<file path="config.mk">
export PLATFORM = sky130hd
export DESIGN_NAME = dev3_rd_ctrl_flat
export DESIGN_NICKNAME = d
export VERILOG_FILES = /design/src/rtl/mkio_pkg.sv /design/src/rtl/dev3_rd_ctrl_if.sv /design/src/rtl/dev3_rd_ctrl.sv /design/src/flat_wrapper.sv
export SDC_FILE = /design/constraint.sdc
export NUM_CORES = 1
export LEC_CHECK = 0
export ABC_AREA = 1
export BUFFER_PORTS_ARGS = -buffer_cell sky130_fd_sc_hd__buf_2
export CAP_MARGIN = 20
export CORE_ASPECT_RATIO = 1.1
export CORE_MARGIN = 2
export CORE_UTILIZATION = 53
export DETAILED_ROUTE_END_ITERATION = 10
export PLACE_DENSITY_LB_ADDON = 0.12
export SLEW_MARGIN = 20
export SYNTH_ARGS = -nofsm -noshare
export SYNTH_HDL_FRONTEND = slang
export SYNTH_SLANG_ARGS = --single-unit
</file>
<file path="constraint.sdc">
create_clock -name clk -period 2.7 [get_ports clk]
set_input_delay 0.135 -clock clk [delete_from_list [all_inputs] [get_ports clk]]
set_output_delay 0.135 -clock clk [all_outputs]
set_load 0.01 [all_outputs]
</file>
<file path="src/rtl/mkio_pkg.sv">
// Shared MKIO definitions for the remote-terminal transmit path.
// The sequencer state encodings live here so that other blocks and
// the bench can decode them consistently.
package mkio_pkg;

  localparam int ST_W = 3;

  localparam logic [ST_W-1:0] ST_IDLE = 3'd0;
  localparam logic [ST_W-1:0] ST_RD   = 3'd1;
  localparam logic [ST_W-1:0] ST_LAT  = 3'd2;
  localparam logic [ST_W-1:0] ST_PRES = 3'd3;
  localparam logic [ST_W-1:0] ST_DONE = 3'd4;

  // A word count field of 0 on the MKIO bus means this many words.
  localparam int MKIO_MAX_WORDS = 32;

endpackage

</file>
<file path="src/rtl/dev3_rd_ctrl_if.sv">
// Word handshake between the device-3 read sequencer and the MKIO word
// transmitter.
//   tx_data  : word presented to the transmitter
//   tx_valid : tx_data is valid
//   tx_ready : transmitter accepts tx_data at the next clock edge
// master = sequencer side, slave = transmitter side.
interface dev3_rd_ctrl_if #(
  parameter int DATA_WIDTH = 16
);
  logic [DATA_WIDTH-1:0] tx_data;
  logic                  tx_valid;
  logic                  tx_ready;

  modport master (output tx_data, output tx_valid, input tx_ready);
  modport slave  (input tx_data, input tx_valid, output tx_ready);
endinterface

</file>
<file path="src/rtl/dev3_rd_ctrl.sv">
// Read-side sequencer for the device-3 subaddress buffer RAM.
// On start, fetches word_cnt words from consecutive RAM addresses
// (modulo buffer depth) and presents each to the transmitter over a
// valid/ready handshake. RAM read latency is one cycle.
//
// Ports:
//   clk, reset         : clock, synchronous active-high reset
//   start              : command pulse, honoured in IDLE only
//   base_addr          : first RAM address (sampled with start)
//   word_cnt           : word count, 0 = full buffer (sampled with start)
//   abort              : drop the transfer, return to IDLE, no done
//   rdaddress / q      : RAM read port
//   tx (master)        : tx_data / tx_valid / tx_ready handshake
//   busy               : not IDLE
//   done               : one-cycle pulse after the last accepted word
//
// state   | meaning
// --------+-------------------------------------------
// IDLE    | waiting for start
// RD      | rdaddress stable, RAM samples it
// LAT     | q valid, captured into tx_data
// PRES    | tx_valid high until handshake
// DONE    | done pulse, then IDLE
module dev3_rd_ctrl
  import mkio_pkg::*;
#(
  parameter int DATA_WIDTH = 16,
  parameter int ADDR_WIDTH = 5
) (
  input  logic                  clk,
  input  logic                  reset,
  input  logic                  start,
  input  logic [ADDR_WIDTH-1:0] base_addr,
  input  logic [ADDR_WIDTH-1:0] word_cnt,
  input  logic                  abort,
  output logic [ADDR_WIDTH-1:0] rdaddress,
  input  logic [DATA_WIDTH-1:0] q,
  dev3_rd_ctrl_if.master        tx,
  output logic                  busy,
  output logic                  done
);

  localparam int CNT_W = ADDR_WIDTH + 1;
  // A zero count field means the whole buffer, hence the extra bit.
  localparam logic [CNT_W-1:0] FULL_CNT = {1'b1, {ADDR_WIDTH{1'b0}}};

  logic [ST_W-1:0]  state;
  logic [CNT_W-1:0] remaining;

  always_ff @(posedge clk) begin
    if (reset) begin
      state       <= ST_IDLE;
      rdaddress   <= '0;
      remaining   <= '0;
      tx.tx_data  <= '0;
      tx.tx_valid <= 1'b0;
    end else begin
      case (state)
        ST_IDLE: begin
          // abort wins over a coincident start
          if (start && !abort) begin
            rdaddress <= base_addr;
            remaining <= (word_cnt == '0) ? FULL_CNT : {1'b0, word_cnt};
            state     <= ST_RD;
          end
        end
        ST_RD: begin
          state <= abort ? ST_IDLE : ST_LAT;
        end
        ST_LAT: begin
          if (abort) begin
            state <= ST_IDLE;
          end else begin
            tx.tx_data  <= q;
            tx.tx_valid <= 1'b1;
            state       <= ST_PRES;
          end
        end
        ST_PRES: begin
          // abort beats a same-cycle handshake; that word is not sent
          if (abort) begin
            tx.tx_valid <= 1'b0;
            state       <= ST_IDLE;
          end else if (tx.tx_ready) begin
            tx.tx_valid <= 1'b0;
            remaining   <= remaining - 1'b1;
            if (remaining == CNT_W'(1)) begin
              state <= ST_DONE;
            end else begin
              rdaddress <= rdaddress + 1'b1;
              state     <= ST_RD;
            end
          end
        end
        ST_DONE: begin
          state <= ST_IDLE;
        end
        default: begin
          tx.tx_valid <= 1'b0;
          state       <= ST_IDLE;
        end
      endcase
    end
  end

  assign busy = (state != ST_IDLE);
  assign done = (state == ST_DONE);

endmodule

</file>
<file path="src/flat_wrapper.sv">
// flat-port wrapper written by rule: the top's interface ports become plain ports
module dev3_rd_ctrl_flat import mkio_pkg::*;
#(
  parameter int DATA_WIDTH = 16,
  parameter int ADDR_WIDTH = 5
)
  (clk, reset, start, base_addr, word_cnt, abort, rdaddress, q, busy, done, tx_tx_data, tx_tx_valid, tx_tx_ready);
  dev3_rd_ctrl_if #(.DATA_WIDTH(DATA_WIDTH)) tx_i ();
  input  logic clk;
  input  logic reset;
  input  logic start;
  input  logic [ADDR_WIDTH-1:0] base_addr;
  input  logic [ADDR_WIDTH-1:0] word_cnt;
  input  logic abort;
  output logic [ADDR_WIDTH-1:0] rdaddress;
  input  logic [DATA_WIDTH-1:0] q;
  output logic busy;
  output logic done;
  output wire logic [$bits(tx_i.tx_data)-1:0] tx_tx_data;
  output wire logic [$bits(tx_i.tx_valid)-1:0] tx_tx_valid;
  input wire logic [$bits(tx_i.tx_ready)-1:0] tx_tx_ready;
  assign tx_tx_data = tx_i.tx_data;
  assign tx_tx_valid = tx_i.tx_valid;
  assign tx_i.tx_ready = tx_tx_ready;
  dev3_rd_ctrl #(.DATA_WIDTH(DATA_WIDTH), .ADDR_WIDTH(ADDR_WIDTH)) u_core (.clk(clk), .reset(reset), .start(start), .base_addr(base_addr), .word_cnt(word_cnt), .abort(abort), .rdaddress(rdaddress), .q(q), .tx(tx_i), .busy(busy), .done(done));
endmodule
</file>
; Word-level counts from Yosys, hierarchy flattened
; Index checks and enable logic that the tools add are counted.
[classes]
n_addsub = 2
eq_ne = 11
mux = 21
bitwise = 2
reduce_logical = 12
[op_table]
columns = op, count
row1 = 6-bit two-way mux, 4
row2 = 5-bit two-way mux, 4
row3 = 3-bit two-way mux, 4
row4 = 3-bit case mux with 4 select lines, 1
row5 = 6-bit case mux with 2 select lines, 1
row6 = 5-bit case mux with 2 select lines, 1
row7 = 2-bit inequality test (second input constant), 4
row8 = 3-bit by 2-bit == test with 1-bit output (second input constant), 2
row9 = 6-bit by 1-bit == test with 1-bit output (second input constant), 1
row10 = 6-bit by 1-bit subtractor with 6-bit output (second input constant), 1
row11 = 5-bit by 1-bit adder with 5-bit output (second input constant), 1
row12 = 5-bit logical NOT, 1
row13 = 5-bit AND reduction, 1
row14 = 2-bit two-way mux, 2
row15 = 2-bit AND reduction, 2
row16 = 4-bit AND reduction, 1
row17 = 3-bit by 1-bit == test with 1-bit output (second input constant), 1
row18 = 3-bit == test (second input constant), 1
row19 = 3-bit logical NOT, 1
row20 = 1-bit two-way mux, 3
row21 = 3-bit inequality test (second input constant), 1
row22 = 1-bit case mux with 3 select lines, 1
row23 = 3-bit AND reduction, 1
row24 = 3-bit nonzero test, 1
row25 = other kinds (6), 7
[word_totals]
ff_bits = 31
in_bits = 31
output_inout_bits = 24
elab_cells = 53

; Logic depth before layout (Yosys ltp)
; Gate-level depths: netlist of the first run.
[depth]
depth_word = 5
ltp_mapped = 9
depth_no_buf = 9

; Worst setup path after synthesis of the first run
; OpenSTA, ideal clock, no wires.
[synth_timing]
kind = reg-to-reg
start = register u_core.state[2]
end = register u_core.rdaddress[0]
setup_ps = 113
arrival_time_ps = 1133
required_ps = 2587
setup_slack_ps = 1454
path_stages_with_launch = 9
n_path_buf = 0
period_less_slack_ps = 1246
cell_sequence = dfxtp_1 nor2_2 nand2_1 nor2_2 inv_2 nand2_1 nor2_4 nor2_1 nor2_1
[synth_via]
elab_chain_len = 3
elab_cells_between_ends = 9
classes_between = eq/ne (5) / mux (1) / reduce/logical (3)
[synth_rtl]
columns = element, line_no
row1 = start: declaration, dev3_rd_ctrl.sv:47  ; logic [ST_W-1:0] state;
row2 = start signal: assignment, dev3_rd_ctrl.sv:68  ; state <= abort ? ST_IDLE : ST_LAT;
row3 = 3-bit by 2-bit == test with 1-bit output / 3-bit logical NOT (equally long branches), dev3_rd_ctrl.sv:58  ; case (state)
row4 = 2-bit inequality test (no line) (tied with other cells), -
row5 = 5-bit AND reduction (no line), -
row6 = end signal: assignment, dev3_rd_ctrl.sv:62  ; rdaddress <= base_addr;
row7 = end signal: assignment, dev3_rd_ctrl.sv:90  ; rdaddress <= rdaddress + 1'b1;
row8 = end: declaration, dev3_rd_ctrl.sv:36  ; output logic [ADDR_WIDTH-1:0] rdaddress,
; Several ways; a longest one is shown, not always the timed one.
; A chain may end at the register's enable or synchronous reset.

; Worst setup path in the final report of the first run
[layout_timing]
start = register u_core.state[0]
end = register u_core.rdaddress[2]
; The elaborated chain is that of the path after synthesis.

==> results.cfg, run 1 <==
[cts]
postCtsHoldBufs = 0
htree_levels = 2
ctsResizeCount = 0
clkTransAtPathRegs_ns = 0.10
cts_tree = built
clkSinkCount = 31
cts_root_buf = clkbuf_4
cts_setup_buffers = 0
cts_buffers = 5
insertion_delay_ns = 0.33
cts_buffer_depth = 2

[placed_design]
gp_congestion = 0.809
port_buffers = 54
dp_hpwl_um = 2540

[worst_setup_path]
reg2reg_to = u_core.rdaddress[2]$_SDFFE_PP0P_
cp_max_fo = 15
r2r_setup_slack_ns = 1.18
critPathArrivalTime_ns = 1.79
critical_path_buf_inv_count = 0
worstSetupPathType = reg -> reg
crit_family = simple AND/OR/NAND/NOR gates
reg2reg_depth = 8
cp-end-kind = flop
crit_chain = nand2_2, nor2_4, nand3_4, nand2_8, nand3_4, nand2_1, nand2_1, nor2_1
crit_slowest_cell = dfxtp_1
startpoint_type = flop
cp_slowest_stage_delay_ns = 0.43
reg2reg_from = u_core.state[0]$_SDFFE_PP0P_
required_ns = 2.97

[detailed_routing]
vias = 1637
routed_wl_um = 3490
dr.pass1.iters = 4
drc = 0
drt_iter0_drc = 88
viasPerCell = 4.99
avgRoutedWirePerCell_um = 10.6
ant_nets = 0

[die]
dieArea_um2 = 3540
core_um2 = 3000
rows = 21
initial_utilization_pct = 54.5
die_width_um = 56.9
die_y_um = 62.2
io_pins = 55

[grt]
grt_pass1_vias = 1434
track_usage_pct = 21.1
antenna_found_initial = 0
grt_remaining_overflow = 0
grt_pass1_wl_um = 5980
grt_max_degree = 28

[power_and_ir_drop]
powerDensity_nw_per_um2 = 494
leakage_nw = 1.03
fin_total_pwr_w = 0.000972
peakVddDrop_uv = 348

[sta]
clock_skew_ns = 0.00796
finalHoldViolations = 0
period_share_pct = 56.4
rsz0062_at_grt = no
report.final.slew_viol_count = 0
tns_ns = 0
slew_headroom_pct = 53.9
tightest_slew_ns = 0.691
max_freq_mhz = 657
period_needed_ns = 1.52
finalSetupViolations = 0

[yosys]
yosysSeqAreaShare_pct = 38.0
synthesis.area_um2 = 1630
synth_edf_count = 0
avgSynthCellArea_um2 = 6.86
synth_seq_cells = 31
synthTopCellsByArea = dfxtp_1 38%, nor2_1 15%, nand2_1 8.3%
synth_top_area_share_pct = 38.0
ys_warn_count = 0
synthFlopType = dfxtp_1
synthesis.instances = 238
ys_types = 27
syn_nets = 272
synth_common_cells = 66 x nor2_1, 36 x nand2_1, 31 x dfxtp_1
synth_area_leader_cell = dfxtp_1
synthArstFlopShare_pct = 0
synth.most_common_cell = nor2_1

[hold_path]
hold-path-endpoint = u_core.remaining[3]$_SDFFE_PP0P_
min_path_type = in -> reg
holdCritStartpoint = reset
hold_depth = 2

[run_status]
status = complete, no violations

[finish]
finalNetCount = 327
layout-drive-gt1-share_pct = 27.2
synthToLayoutAreaGrowth_pct = 20.5
antenna_cells = 0

[flow_run]
max_cap_viol_count = 0
layer usage:
metal	track usage [%]	wire length, um	up-vias
met1	26.8	1560	718
met2	33.3	1640	44
met3	6.04	229	7
met4	8.72	61	0
li1	-	-	868
met5	0	0	-
worst max path at each step:
| stage | startpoint | endpoint | slack, ns | depth (start not counted) |
|---|---|---|---|---|
| 4_1_cts | u_core.state[0]$_SDFFE_PP0P_ | u_core.rdaddress[2]$_SDFFE_PP0P_ | 1.16 | 8 |
| 6_report | u_core.state[0]$_SDFFE_PP0P_ | u_core.rdaddress[2]$_SDFFE_PP0P_ | 1.18 | 8 |
| 5_1_grt | u_core.state[0]$_SDFFE_PP0P_ | u_core.rdaddress[4]$_SDFFE_PP0P_ | 1.01 | 8 |
| 3_5_place_dp | u_core.state[0]$_SDFFE_PP0P_ | u_core.rdaddress[2]$_SDFFE_PP0P_ | 1.19 | 8 |
| 3_3_place_gp | u_core.state[2]$_SDFFE_PP0P_ | u_core.tx.tx_data[10]$_SDFFE_PP0P_ | 1.20 | 6 |
| 2_1_floorplan | u_core.state[2]$_SDFFE_PP0P_ | u_core.rdaddress[0]$_SDFFE_PP0P_ | 1.45 | 8 |
logic make-up after synthesis:
kind of cell             after synthesis  synth area share, %
flip-flops                            31                 38.0
AO/OA/AOI/OAI                         37                 11.6
buffers and inverters                 32                 9.20
adder cells (fa/ha/maj)                3                 2.30
AND/OR/NAND/NOR                      135                 38.9
power breakdown:
group	total, W	switching [W]	internal [W]
sequential	0.000496	0.0000182	0.000478
combinational	0.000166	0.0000992	0.0000669
clock	0.000310	0.000157	0.000153
total	0.000972	0.000274	0.000698
worst reg2reg max path, stage by stage, from the launching register on:
cell	delay (ns)
dfxtp_1	0.43
nand2_2	0.09
nor2_4	0.31
nand3_4	0.17
nand2_8	0.14
nand3_4	0.10
nand2_1	0.07
nand2_1	0.05
nor2_1	0.10
layout by cell type (no fill, tap or decap), drive strengths merged:
cell    synthesis  layout
dfxtp          31      31
inv            26      26
clkbuf          1       8
nand3b          1       1
nand2          39      39
a21oi           6       6
nor3            1       1
ha              3       3
o211ai          1       1
buf             5      54
o21bai          1       1
o21ai          29      29
or2             1       1
nand4           1       1
nor4            1       1
nand3          19      19
nor2           72      72
state kept, by name (all words and copies together), names as in the netlist:
signal and count:
u_core.rdaddress 5, u_core.remaining 6, u_core.state 3, u_core.tx.tx_data 16
u_core.tx.tx_valid 1
metrics by stage:
step / std cells / area [um2] / util, % / hold slack [ns] / setup WS, ns
6_report: 328 / 1970 / 65.7 / 0.0135 / 1.18
5_1_grt: 328 / 1970 / 65.7 / 0.00885 / 1.01
3_3_place_gp: 320 / 1900 / 63.4 / 0.360 / 1.20
4_1_cts: 328 / 1970 / 65.7 / 0.00634 / 1.16
3_5_place_dp: 320 / 1900 / 63.4 / 0.364 / 1.19
2_1_floorplan: 238 / 1630 / - / 0.204 / 1.45
layout make-up:
type,count,area [um2]
flip-flops and latches,31,621
clock buffers,8,68.8
repair buffers,54,270
multi-input cells,175,862
fillers,303,1030
inverters,26,103
well taps,34,42.5
Power figures use the tool's default switching activity.
==> run 2, diff against run 1 <==
Settings changed: ABC_AREA 1 to 0, CORE_UTILIZATION 53 to 49.
Clock period 2.7 ns to 1.49 ns, I/O delays scaled along.
==> run 2 against run 1 <==
Synthesized cell count is 18% lower. Clock-buffer cell count is 2 lower. Fmax is 5.0% higher. Setup slack worse by 1.1 ns. Critical path type unchanged. Wire length is 23% higher. Die area is 4.7% higher. Critical path depth is 2 lower. Via count is 4.0% higher.
==> results.cfg, run 2 <==
[yosys]
ys_types = 48
synth_top_area_share_pct = 39.1
synthFlopType = dfxtp_1
synth_edf_count = 0
synth_area_leader_cell = dfxtp_1
synth_common_cells = 39 x nand2_1, 31 x dfxtp_1, 27 x a21oi_1
synthTopCellsByArea = dfxtp_1 39%, nand2_1 9.2%, a21oi_1 8.5%
synthesis.instances = 194
avgSynthCellArea_um2 = 8.17
synth.most_common_cell = nand2_1
yosysSeqAreaShare_pct = 39.1
syn_nets = 228
ys_warn_count = 0
synth_seq_cells = 31
synthesis.area_um2 = 1590
synthArstFlopShare_pct = 0

[placed_design]
port_buffers = 54
dp_cells = 292
place_ws_ns = -0.178
gp_congestion = 0.851
dp_hpwl_um = 2750

[cts]
cts_buffer_depth = 2
htree_levels = 2
insertion_delay_ns = 0.33
clkTransAtPathRegs_ns = 0.10
cts_buffers = 5
clkSinkCount = 31
cts_tree = built
cts_root_buf = clkbuf_4

[power_and_ir_drop]
peakVddDrop_uv = 682
fin_total_pwr_w = 0.00167
powerDensity_nw_per_um2 = 729
leakage_nw = 0.996

[finish]
multiInputGateArea_um2 = 925
largest_register = u_core.tx.tx_data
final_cells = 317
layout-drive-gt1-share_pct = 38.9
final_cell_mix = 54 x buf_2, 39 x nand2_1, 27 x a21oi_1
largestRegisters = u_core.tx.tx_data: 16 flops, u_core.remaining: 6 flops, u_core.rdaddress: 5 flops
fin_util_pct = 74.5
largest_reg_flops = 16
antenna_cells = 0
layout_commonest_cell = buf_2
regArea_um2 = 627
nFillCells = 237
finalNetCount = 316
synthToLayoutAreaGrowth_pct = 44.4

[worst_setup_path]
crit_chain = inv_2, ha_4, or2b_4, or2_4, o21ai_4, a32o_1
critical_path_buf_inv_count = 1
cp_slowest_stage_delay_ns = 0.34
cp-end-kind = flop
crit_slowest_cell = dfxtp_2
crit_family = simple AND/OR/NAND/NOR gates
startpoint_type = flop
required_ns = 1.77
critPathArrivalTime_ns = 1.73
worstSetupPathType = reg -> reg
cp_max_fo = 4

[grt]
grt_max_degree = 26
antenna_found_initial = 0
grt_remaining_overflow = 0
grt_pass1_wl_um = 7240
grt_pass1_vias = 1682
track_usage_pct = 25.2

[sta]
clock_skew_ns = 0.00805
slew_headroom_pct = 80.7
setup_slack_ns = 0.0397
finalSetupViolations = 0
period_needed_ns = 1.45
tns_ns = 0
tightest_slew_ns = 0.290
period_share_pct = 97.3
max_freq_mhz = 690
report.final.slew_viol_count = 0
finalHoldViolations = 0
rsz0062_at_grt = yes

[die]
die_width_um = 58.2
io_pins = 55
dieArea_um2 = 3710
initial_utilization_pct = 51.6
core_um2 = 3070
rows = 21
die_y_um = 63.7

[detailed_routing]
ant_nets = 0
dr.pass1.iters = 4
top_layer = met4
wl_met1_um = 1880
viasPerCell = 5.37
wl_met3_um = 213
wl_met2_um = 2140
drt_iter0_drc = 87
drc = 0
routed_wl_um = 4300
avgRoutedWirePerCell_um = 13.6
vias = 1702

[hold_path]
min_path_type = in -> reg

[flow_run]
max_cap_viol_count = 0

[run_status]
status = complete, no violations
run 2: cell count changes in the layout (fill, tap and decap cells not counted), moves of 5 or more:
cell           change
nand3_1            -9
nor3_1             +5
nor2_1            -56
buf_4             +20
dfxtp_1            -5
inv_1             -17
dlygate4sd3_1     +16
dfxtp_2            +5
a21oi_1           +21
o21ai_0           -16
run 2: cells by family (layout without fill, tap and decap cells):
kind of cell	count (synthesis)	after routing	share of synthesized area [%]
AO/OA/AOI/OAI	60	60	24.2
adder cells (fa/ha/maj)	3	3	2.37
buffers and inverters	17	106	6.79
flip-flops	31	31	39.1
AND/OR/NAND/NOR	83	83	27.5
run 2: area by class of cell:
cell class / count / share of cell area [%]
repair buffers: 93 / 27.2
well taps: 34 / 1.86
inverters: 5 / 0.820
flip-flops and latches: 31 / 27.4
multi-input cells: 146 / 40.4
clock buffers: 6 / 1.80
clock inverters: 2 / 0.546
run 2: layer usage:
layer | vias up | GRT usage [%]
met3 | 9 | 6.98
met2 | 47 | 43.3
met4 | 0 | 9.30
met1 | 778 | 29.2
li1 | 868 | -
met5 | - | 0
run 2: worst register-to-register path, stage by stage (launching register included):
cell and delay (ns):
dfxtp_2 0.34, inv_2 0.07, ha_4 0.11, or2b_4 0.28, or2_4 0.25, o21ai_4 0.17, a32o_1 0.19
run 2: path summary, 6_finish.rpt:
path | cells past startpoint | slack [ns] | end | startpoint
setup / recovery | 6 | 0.04 | u_core.rdaddress[0]$_SDFFE_PP0P_ | u_core.remaining[1]$_SDFFE_PP0P_
hold / removal | 4 | 0.05 | u_core.rdaddress[0]$_SDFFE_PP0P_ | base_addr[0]
setup reg to reg | 6 | 0.04 | u_core.rdaddress[0]$_SDFFE_PP0P_ | u_core.remaining[1]$_SDFFE_PP0P_
hold reg to reg | 2 | 0.46 | u_core.tx.tx_data[10]$_SDFFE_PP0P_ | u_core.tx.tx_data[10]$_SDFFE_PP0P_
run 2: report_power, final:
group          internal (W)  switching, W  total [W]  leakage (nW)
combinational      0.000161      0.000152   0.000313         0.714
clock              0.000182      0.000298   0.000480        0.0282
sequential         0.000854     0.0000218   0.000876         0.253
total               0.00120      0.000472    0.00167         0.996
run 2: metrics by stage:
| stage | hold slack [ns] | instance area (um2) |
|---|---|---|
| finish | 0.0542 | 2290 |
| global route | 0.0597 | 2290 |
| CTS | 0.0421 | 2220 |
| detailed placement | 0.322 | 1990 |
| global placement | 0.316 | 1990 |
| floorplan | 0.210 | 1590 |
run 2: timing repair:
item	4_1_cts	5_1_grt
setup endpoints to repair	2	12
hold buffers	16	0
setup buffers	0	1
endpoints found under the hold margin	16	0
gates resized for setup	5	17
pin swaps	0	6
==> run 3, diff against run 2 <==
Settings changed: CORE_ASPECT_RATIO 1.1 to not set.
==> run 3 against run 2 <==
Cell count grew 1.9%. Wire length is 5.9% lower. Clock skew shrank 0.0015 ns. Fmax is 1.9% lower. Die area about the same. Cell area fell by 2.6%. Critical path depth unchanged. Utilization down 2.0 points. Sequential share of layout area grew 0.78 points. First-iteration DRC count up 44%. Setup slack worse by 0.028 ns. Clock power is 4.8% higher. Critical path type unchanged. Critical endpoint unchanged.
==> results.cfg, run 3 (synthesized netlist as in run 2, its figures left out) <==
[power_and_ir_drop]
clock_power_share_pct = 30.1
p_int_w = 0.00118
leakage_nw = 0.976
fin_total_pwr_w = 0.00167
combPwrFrac_pct = 17.2
peakVddDrop_uv = 493
powerDensity_nw_per_um2 = 748
seq_power_share_pct = 52.6
switching_share_pct = 29.1
power_switching_w = 0.000485

[cts]
clkSinkCount = 31
cts_buffers = 5
insertion_delay_ns = 0.34
cts_tree = built
cts_buffer_depth = 2
cts_root_buf = clkbuf_4
htree_levels = 2
clkTransAtPathRegs_ns = 0.11

[placed_design]
dp_hpwl_um = 2700
dp_cells = 298
port_buffers = 54
place_ws_ns = -0.00464
place_area_um2 = 1980
gp_congestion = 0.873

[grt]
grt_remaining_overflow = 0
track_usage_pct = 22.8
grt_max_degree = 17
antenna_found_initial = 0
grt_pass1_vias = 1475
grt_pass1_wl_um = 6350

[worst_setup_path]
startpoint_type = flop
worstSetupPathType = reg -> reg
critPathArrivalTime_ns = 1.77
cp_max_fo = 4
reg2reg_from = u_core.remaining[1]$_SDFFE_PP0P_
required_ns = 1.78
startpoint = u_core.remaining[1]$_SDFFE_PP0P_
cp-end-kind = flop

[sta]
finalSetupViolations = 0
finalHoldViolations = 0
period_share_pct = 99.2
whs_ns = 0.0148
setup_slack_ns = 0.0117
rsz0062_at_grt = yes
report.final.slew_viol_count = 0
tightest_slew_ns = 0.354
slew_headroom_pct = 75.8
period_needed_ns = 1.48
max_freq_mhz = 676
clock_skew_ns = 0.00656

[finish]
layout_commonest_cell = buf_2
largestRegisters = u_core.tx.tx_data: 16 flops, u_core.remaining: 6 flops, u_core.rdaddress: 5 flops
final_cells = 323
finalNetCount = 312
final_cell_mix = 54 x buf_2, 39 x nand2_1, 27 x a21oi_1, 27 x dfxtp_1, 17 x buf_4
nFillCells = 265
design_area_um2 = 2230
synthToLayoutAreaGrowth_pct = 40.7
antenna_cells = 0
largest_reg_flops = 16
layout-drive-gt1-share_pct = 36.6
largest_register = u_core.tx.tx_data

[die]
core_um2 = 3080
die_width_um = 60.9
initial_utilization_pct = 51.5
die_y_um = 60.9
dieArea_um2 = 3710
rows = 20
io_pins = 55

[detailed_routing]
vias = 1675
avgRoutedWirePerCell_um = 12.5
dr.pass1.iters = 4
routed_wl_um = 4050
drt_iter0_drc = 125
ant_nets = 0
drc = 0
viasPerCell = 5.19

[hold_path]
holdCritStartpoint = reset
min_path_type = in -> reg

[run_status]
status = complete, no violations

[flow_run]
max_cap_viol_count = 0
[run 3: cell type report]
cell class | instances | area, um2 | share of cell area [%]
Multi-Input combinational cell | 146 | 873 | 39.1
Sequential cell | 31 | 628 | 28.2
Timing Repair Buffer | 89 | 598 | 26.8
Tap cell | 44 | 55.1 | 2.47
Clock buffer | 5 | 37.5 | 1.68
Clock inverter | 3 | 20.0 | 0.897
Inverter | 5 | 18.8 | 0.841
[run 3: layer usage]
| layer | vias to the layer above | GRT usage (%) | wire length, um |
|---|---|---|---|
| met4 | 0 | 10.2 | 67 |
| met5 | - | 0 | 0 |
| met2 | 65 | 35.9 | 1930 |
| met1 | 738 | 29.9 | 1780 |
| li1 | 863 | - | - |
| met3 | 9 | 5.12 | 266 |
[run 3: final timing paths]
kind | endpoint | cells past startpoint | slack [ns]
min reg2reg | u_core.tx.tx_data[1]$_SDFFE_PP0P_ | 2 | 0.46
max reg2reg | u_core.rdaddress[0]$_SDFFE_PP0P_ | 6 | 0.01
max | u_core.rdaddress[0]$_SDFFE_PP0P_ | 6 | 0.01
min | u_core.rdaddress[2]$_SDFFE_PP0P_ | 2 | 0.01
[run 3: power groups by stage]
stage          registers [W]  logic (W)  clock network (W)
2_1_floorplan       0.000898   0.000138                  0
3_3_place_gp        0.000894   0.000244                  0
3_5_place_dp        0.000896   0.000244                  0
4_1_cts             0.000877   0.000279           0.000506
5_1_grt             0.000882   0.000314           0.000541
6_report            0.000878   0.000288           0.000503
[run 3: through the flow]
| step | utilization, % | TNS (ns) |
|---|---|---|
| floorplan | - | 0 |
| global placement | 64.5 | 0 |
| detailed placement | 64.5 | -0.00464 |
| CTS | 71.7 | 0 |
| global route | 72.5 | -0.0433 |
| finish | 72.5 | 0 |
[run 3: critical path: stages, from the launching register on]
cell and delay [ns]:
dfxtp_2 0.35, inv_2 0.05, ha_1 0.12, or2b_4 0.28, or2_4 0.25, o21ai_4 0.19
a32o_1 0.18
[run 3: timing repair]
item                                    in CTS  in global routing
hold buffers                                16                  0
pin swaps                                    1                  2
endpoints found under the setup margin       3                 12
endpoints found under the hold margin       16                  0
setup buffers                                0                  1
gates resized for setup                      2                  8
